--- src/rtl/axi_read_arbiter.sv ---
`default_nettype none
// ============================================================================
//  Module      : axi_read_arbiter
//  Description : Two-master to one-slave AXI read-channel arbiter. Round-robin
//                grant, one outstanding read, burst-length and RID checking
//                with a one-cycle prot_err pulse.
//  Revision    : 1.0 - initial release
// ============================================================================
module axi_read_arbiter #(
    parameter int ID_BITS   = 4,
    parameter int ADDR_BITS = 32,
    parameter int DATA_BITS = 32,
    parameter int LEN_BITS  = 4
) (
    input  logic                 clk,
    input  logic                 rst,
    // master 0 AR
    input  logic [ID_BITS-1:0]   ARID_M0,
    input  logic [ADDR_BITS-1:0] ARADDR_M0,
    input  logic [LEN_BITS-1:0]  ARLEN_M0,
    input  logic [2:0]           ARSIZE_M0,
    input  logic [1:0]           ARBURST_M0,
    input  logic                 ARVALID_M0,
    output logic                 ARREADY_M0,
    // master 1 AR
    input  logic [ID_BITS-1:0]   ARID_M1,
    input  logic [ADDR_BITS-1:0] ARADDR_M1,
    input  logic [LEN_BITS-1:0]  ARLEN_M1,
    input  logic [2:0]           ARSIZE_M1,
    input  logic [1:0]           ARBURST_M1,
    input  logic                 ARVALID_M1,
    output logic                 ARREADY_M1,
    // master 0 R
    output logic [ID_BITS-1:0]   RID_M0,
    output logic [DATA_BITS-1:0] RDATA_M0,
    output logic [1:0]           RRESP_M0,
    output logic                 RLAST_M0,
    output logic                 RVALID_M0,
    input  logic                 RREADY_M0,
    // master 1 R
    output logic [ID_BITS-1:0]   RID_M1,
    output logic [DATA_BITS-1:0] RDATA_M1,
    output logic [1:0]           RRESP_M1,
    output logic                 RLAST_M1,
    output logic                 RVALID_M1,
    input  logic                 RREADY_M1,
    // slave AR
    output logic [ID_BITS:0]     ARID_S,
    output logic [ADDR_BITS-1:0] ARADDR_S,
    output logic [LEN_BITS-1:0]  ARLEN_S,
    output logic [2:0]           ARSIZE_S,
    output logic [1:0]           ARBURST_S,
    output logic                 ARVALID_S,
    input  logic                 ARREADY_S,
    // slave R
    input  logic [ID_BITS:0]     RID_S,
    input  logic [DATA_BITS-1:0] RDATA_S,
    input  logic [1:0]           RRESP_S,
    input  logic                 RLAST_S,
    input  logic                 RVALID_S,
    output logic                 RREADY_S,
    // protocol error pulse
    output logic                 prot_err
);

    typedef enum logic [1:0] {
        S_IDLE = 2'd0,
        S_ADDR = 2'd1,
        S_DATA = 2'd2
    } state_t;

    localparam logic [LEN_BITS:0] c_BEAT_ONE = {{LEN_BITS{1'b0}}, 1'b1};

    state_t                r_state;
    state_t                w_state_next;
    logic                  r_prio;
    logic                  r_grant;
    logic                  w_grant_next;
    logic [LEN_BITS-1:0]   r_len_q;
    logic [LEN_BITS:0]     r_beat;
    logic                  r_overrun;
    logic                  r_prot_err;

    // granted-master views of the request/response handshake signals
    logic                  w_g_arvalid;
    logic                  w_g_rready;
    logic [ID_BITS-1:0]    w_g_arid;
    logic [ADDR_BITS-1:0]  w_g_araddr;
    logic [LEN_BITS-1:0]   w_g_arlen;
    logic [2:0]            w_g_arsize;
    logic [1:0]            w_g_arburst;
    logic                  w_ar_hs;
    logic                  w_r_hs;
    logic                  w_beat_is_len;
    logic                  w_err_last;
    logic                  w_err_over;
    logic                  w_err_id;

    assign w_g_arvalid = r_grant ? ARVALID_M1 : ARVALID_M0;
    assign w_g_rready  = r_grant ? RREADY_M1  : RREADY_M0;
    assign w_g_arid    = r_grant ? ARID_M1    : ARID_M0;
    assign w_g_araddr  = r_grant ? ARADDR_M1  : ARADDR_M0;
    assign w_g_arlen   = r_grant ? ARLEN_M1   : ARLEN_M0;
    assign w_g_arsize  = r_grant ? ARSIZE_M1  : ARSIZE_M0;
    assign w_g_arburst = r_grant ? ARBURST_M1 : ARBURST_M0;

    assign w_ar_hs       = (r_state == S_ADDR) && w_g_arvalid && ARREADY_S;
    assign w_r_hs        = (r_state == S_DATA) && RVALID_S && w_g_rready;
    assign w_beat_is_len = (r_beat == {1'b0, r_len_q});
    // early RLAST; suppressed once an overrun has already been reported
    assign w_err_last    = w_r_hs && RLAST_S && !w_beat_is_len && !r_overrun;
    // the (len+1)-th beat went by without RLAST
    assign w_err_over    = w_r_hs && !RLAST_S && w_beat_is_len;
    assign w_err_id      = w_r_hs && (RID_S[ID_BITS] != r_grant);

    assign prot_err = r_prot_err;

    // State register
    always_ff @(posedge clk or posedge rst) begin
        if (rst) begin
            r_state <= S_IDLE;
        end else begin
            r_state <= w_state_next;
        end
    end

    // Next-state and grant selection
    always_comb begin
        w_state_next = r_state;
        w_grant_next = r_grant;
        case (r_state)
            S_IDLE: begin
                if (ARVALID_M0 || ARVALID_M1) begin
                    w_state_next = S_ADDR;
                    w_grant_next = (ARVALID_M0 && ARVALID_M1) ? r_prio : ARVALID_M1;
                end
            end
            S_ADDR: begin
                if (w_ar_hs) begin
                    w_state_next = S_DATA;
                end else if (!w_g_arvalid) begin
                    w_state_next = S_IDLE;
                end
            end
            S_DATA: begin
                if (w_r_hs && RLAST_S) begin
                    w_state_next = S_IDLE;
                end
            end
            default: w_state_next = S_IDLE;
        endcase
    end

    // Grant, priority, burst tracking and error pulse
    always_ff @(posedge clk or posedge rst) begin
        if (rst) begin
            r_grant    <= 1'b0;
            r_prio     <= 1'b0;
            r_len_q    <= '0;
            r_beat     <= '0;
            r_overrun  <= 1'b0;
            r_prot_err <= 1'b0;
        end else begin
            r_grant    <= w_grant_next;
            r_prot_err <= w_err_last || w_err_over || w_err_id;
            if (w_ar_hs) begin
                r_len_q   <= w_g_arlen;
                r_beat    <= '0;
                r_overrun <= 1'b0;
            end else if (w_r_hs) begin
                // saturate so a long overrun never wraps back onto len_q
                if (r_beat != '1) begin
                    r_beat <= r_beat + c_BEAT_ONE;
                end
                if (w_err_over) begin
                    r_overrun <= 1'b1;
                end
            end
            if (w_r_hs && RLAST_S) begin
                r_prio <= ~r_grant;
            end
        end
    end

    // Output steering: AR towards the slave in ADDR, R towards the granted master in DATA
    always_comb begin
        ARREADY_M0 = 1'b0;
        ARREADY_M1 = 1'b0;
        ARID_S     = '0;
        ARADDR_S   = '0;
        ARLEN_S    = '0;
        ARSIZE_S   = '0;
        ARBURST_S  = '0;
        ARVALID_S  = 1'b0;
        RREADY_S   = 1'b0;
        RID_M0     = '0;
        RDATA_M0   = '0;
        RRESP_M0   = '0;
        RLAST_M0   = 1'b0;
        RVALID_M0  = 1'b0;
        RID_M1     = '0;
        RDATA_M1   = '0;
        RRESP_M1   = '0;
        RLAST_M1   = 1'b0;
        RVALID_M1  = 1'b0;
        if (r_state == S_ADDR) begin
            ARID_S    = {r_grant, w_g_arid};
            ARADDR_S  = w_g_araddr;
            ARLEN_S   = w_g_arlen;
            ARSIZE_S  = w_g_arsize;
            ARBURST_S = w_g_arburst;
            ARVALID_S = w_g_arvalid;
            if (r_grant) begin
                ARREADY_M1 = ARREADY_S;
            end else begin
                ARREADY_M0 = ARREADY_S;
            end
        end
        if (r_state == S_DATA) begin
            RREADY_S = w_g_rready;
            if (r_grant) begin
                RID_M1    = RID_S[ID_BITS-1:0];
                RDATA_M1  = RDATA_S;
                RRESP_M1  = RRESP_S;
                RLAST_M1  = RLAST_S;
                RVALID_M1 = RVALID_S;
            end else begin
                RID_M0    = RID_S[ID_BITS-1:0];
                RDATA_M0  = RDATA_S;
                RRESP_M0  = RRESP_S;
                RLAST_M0  = RLAST_S;
                RVALID_M0 = RVALID_S;
            end
        end
    end

endmodule
`default_nettype wire
--- config.mk ---
export PLATFORM = sky130hd
export DESIGN_NAME = axi_read_arbiter
export DESIGN_NICKNAME = d
export VERILOG_FILES = /design/src/rtl/axi_read_arbiter.sv
export SDC_FILE = /design/constraint.sdc
export NUM_CORES = 1
export LEC_CHECK = 0
export CAP_MARGIN = 20
export CORE_AREA = 2 2 105 107
export CTS_CLUSTER_DIAMETER = 50
export DETAILED_ROUTE_END_ITERATION = 12
export DIE_AREA = 0 0 107 109
export PLACE_DENSITY = 0.74
export SLEW_MARGIN = 20
export SYNTH_ARGS = -nofsm -noshare
export SYNTH_HDL_FRONTEND = slang
export SYNTH_SLANG_ARGS = --single-unit
--- constraint.sdc ---
create_clock -name clk -period 5 [get_ports clk]
set_clock_uncertainty 0.15 [all_clocks]
set_input_delay 1 -clock clk [delete_from_list [all_inputs] [get_ports clk]]
set_output_delay 1 -clock clk [all_outputs]
set_load 0.02 [all_outputs]
==> impl_results.md <==
* Final hold viol count at 0
* Pwr Density at 390 nW/µm²
* Layout fillers at 1001
* Worst-Margin Slew at 0.902 ns
* Worst EP required at 3.85 ns
* Core box area at 10600 µm²
* Max stage delay on crit path at 0.62 ns
* Routed vias/inst at 4.15
* Maximum VDD drop at 210 µV
* Outcome: finished, final reports clean
* Initial Util at 19.0%
* Final nets at 668
* Share of the synthesized area in the top cell type at 24.2%
* Area contributors post-synth: and2_1 24%, mux2i_1 23%, dfrtp_1 19%
* CP max-delay cell: clkdlybuf4s50_1
* Initial antenna violation count at 0
* Multi-input gate area at 1530 µm²
* Total grt overflow at 0
* Vias at 2770
* CTS tree: yes
* Average routed wire per standard cell at 15.3 µm
* CP Cell Sequence: nand2b_1 > nor2_2 > buf_4 > and2_1 > clkdlybuf4s50_1
* # DRC at 0
* Fmax at 269 MHz
* Layout Cells excl Fill at 667
* Synthesized instance count at 272
* Max_cap viols at 0
* Clock sinks at 15
* Die area at 11700 µm²
* Iter 0 DRT Violations at 138
* First-pass GRT wire length at 14.6 mm
* Area growth from synthesis to layout at 141%
* Final Cell Area at 4850 µm²
* Sequential area share after synthesis at 18.6%
* CTS clk-pin slew, worst paths at 0.06 ns
* Layout cell share with drive strength beyond 1 at 2.85%
* Final WL at 10.2 mm
* Unique masters post-synth at 35
* Io pins at 269
* Flops & latches, synth at 15
* CTS Buffer Depth at 2
* Max transition margin at 39.9%
* Placed Area at 4810 µm²
* Hpwl dp at 8.73 mm
* Cells after DPL at 663
* Pin count of the biggest net entering global routing at 50
* Yosys warnings at 0
* Syn Area/Cell at 7.41 µm²
* Pre-CTS setup slack at 1.35 ns
* Die height at 109 µm
* Row count at 38
* Worst skew pair latency at 0.25 ns
* # setup viols final at 0
* Tcrit/Tclk final at 74.3%
* Chip width at 107 µm
* Maximum fanout along the worst path at 23
* Min Tclk post-route at 3.71 ns
* Final setup TNS at 0 ns
* Final slew viol count at 0
* Hold crit path type: flip-flop to flip-flop
* Synth Cell Area at 2020 µm²
* Leakage at 1.96 nW
* WS Path Type: flip-flop to output pin
* Placer Congestion at 0.868
* # diodes at 0
* Mapped Nets at 412
* Vias in the first global route at 2657
* Top cell type by total area after synthesis: and2_1
* RSZ-0062 raised after global routing: false
* Setup crit end kind: output pin
* CP Launch Type: flip-flop
* CTS resizes at 0
* Post-route ant nets at 0
* Critical Path AT at 2.56 ns
* GRT Util Overall at 15.8%
* H-tree depth at 1
* Register area at 377 µm²
* Worst setup margin at 1.29 ns
* Post-CTS Setup Bufs at 0
* TritonRoute pass-1 iters at 4
* # hold bufs at CTS at 0
* CTS root buffer: clkbuf_8
* CTS buffer count at 3
* Number of port buffers at 268
## layer usage
| metal | global-route usage, % | share of wire [%] |
|---|---|---|
| met5 | 0 | 0 |
| met2 | 28.4 | 51 |
| met1 | 20.1 | 41 |
| met3 | 3.17 | 6.9 |
| met4 | 2.32 | 0.54 |
## critical path, delay by kind of cell, from the launching register on
family / cells / cell delay (ns)
and+or+nand+nor: 3 / 0.93
buffers and inverters: 2 / 0.93
DFF: 1 / 0.45
## cells in the mapped netlist
cell type / instances
o2111a_1: 1
a21oi_1: 5
nand2_1: 2
clkbuf_1: 5
nand4bb_1: 1
mux2_1: 1
buf_1: 3
nor3_1: 3
xor2_1: 1
a31o_2: 1
a211o_1: 1
nor3b_2: 1
nor2_1: 66
a31oi_1: 2
and3_1: 1
buf_4: 3
nor2b_1: 2
dfrtp_1: 15
nand3b_1: 1
nand3_1: 1
nand2b_1: 4
inv_1: 5
a41oi_1: 1
a2111oi_2: 1
a22o_1: 2
clkbuf_2: 4
nor3b_1: 1
and2_1: 78
o22a_1: 1
mux2i_2: 1
a21boi_0: 1
mux2i_1: 46
buf_2: 5
ha_1: 2
xnor2_1: 4
## cell families after synthesis
family	Yosys count	share of synthesized area (%)
adder cells (fa/ha/maj)	2	1.24
XOR/XNOR	5	2.17
buffers and inverters	25	5.77
AND/OR/NAND/NOR	161	42.0
multiplexers	48	24.1
AO/OA/AOI/OAI	16	6.15
flip-flops	15	18.6
## metrics by stage
| step | hold slack (ns) | power [mW] | utilization, % |
|---|---|---|---|
| 6_report | 0.366 | 1.89 | 45.8 |
| 5_1_grt | 0.397 | 2.01 | 45.8 |
| 4_1_cts | 0.364 | 1.91 | 45.8 |
| 3_3_place_gp | 0.333 | 1.78 | 45.3 |
| 3_5_place_dp | 0.350 | 1.81 | 45.3 |
| 2_1_floorplan | 0.315 | 1.10 | - |
## sequential cells by signal (all words and copies together) (netlist names)
| signal | flops |
|---|---|
| r_prio | 1 |
| r_len_q | 4 |
| r_grant | 1 |
| prot_err | 1 |
| r_beat | 5 |
| r_state | 2 |
| r_overrun | 1 |
## area by class of cell
class | instances | area share (%)
repair buffers | 271 | 55.7
clock buffers | 3 | 0.851
inverters | 5 | 0.387
flip-flops and latches | 15 | 7.76
clock inverters | 1 | 0.103
multi-input cells | 232 | 31.6
well taps | 140 | 3.61
## where the power goes
part           internal, mW  leakage [nW]  switching [mW]
registers             0.162         0.190          0.0473
logic                 0.762          1.75           0.821
clock network        0.0552        0.0255          0.0432
total                 0.979          1.96           0.911
## path summary, 6_finish.rpt
| kind | from | end | slack (ns) | cells past startpoint |
|---|---|---|---|---|
| worst max-delay path | r_state[0]$_DFFE_PP0P_ | RDATA_M0[18] | 1.29 | 5 |
| worst min-delay path | r_overrun$_DFFE_PP0P_ | r_overrun$_DFFE_PP0P_ | 0.37 | 2 |
| worst max register to register | r_grant$_DFFE_PP0P_ | r_beat[1]$_DFFE_PP0P_ | 2.31 | 5 |
| worst min register to register | r_overrun$_DFFE_PP0P_ | r_overrun$_DFFE_PP0P_ | 0.37 | 2 |
| max in group asynchronous | rst | r_grant$_DFFE_PP0P_ | 3.32 | 2 |
| min in group asynchronous | rst | r_beat[1]$_DFFE_PP0P_ | 0.96 | 2 |
## cell usage in the layout (no fill, tap or decap), types with 2 or more instances in the layout
| cell | count |
|---|---|
| and2_1 | 78 |
| ha_1 | 2 |
| clkdlybuf4s50_1 | 268 |
| clkbuf_8 | 3 |
| inv_1 | 5 |
| a21oi_1 | 5 |
| dfrtp_1 | 14 |
| nor2_1 | 64 |
| a22o_1 | 2 |
| a31oi_1 | 2 |
| nand2_1 | 2 |
| xnor2_1 | 4 |
| buf_4 | 3 |
| nor2b_1 | 2 |
| mux2i_1 | 46 |
| nor2_2 | 2 |
| nand2b_1 | 3 |
| nor3_1 | 3 |
Note: power is estimated with default switching activity, not from simulation.
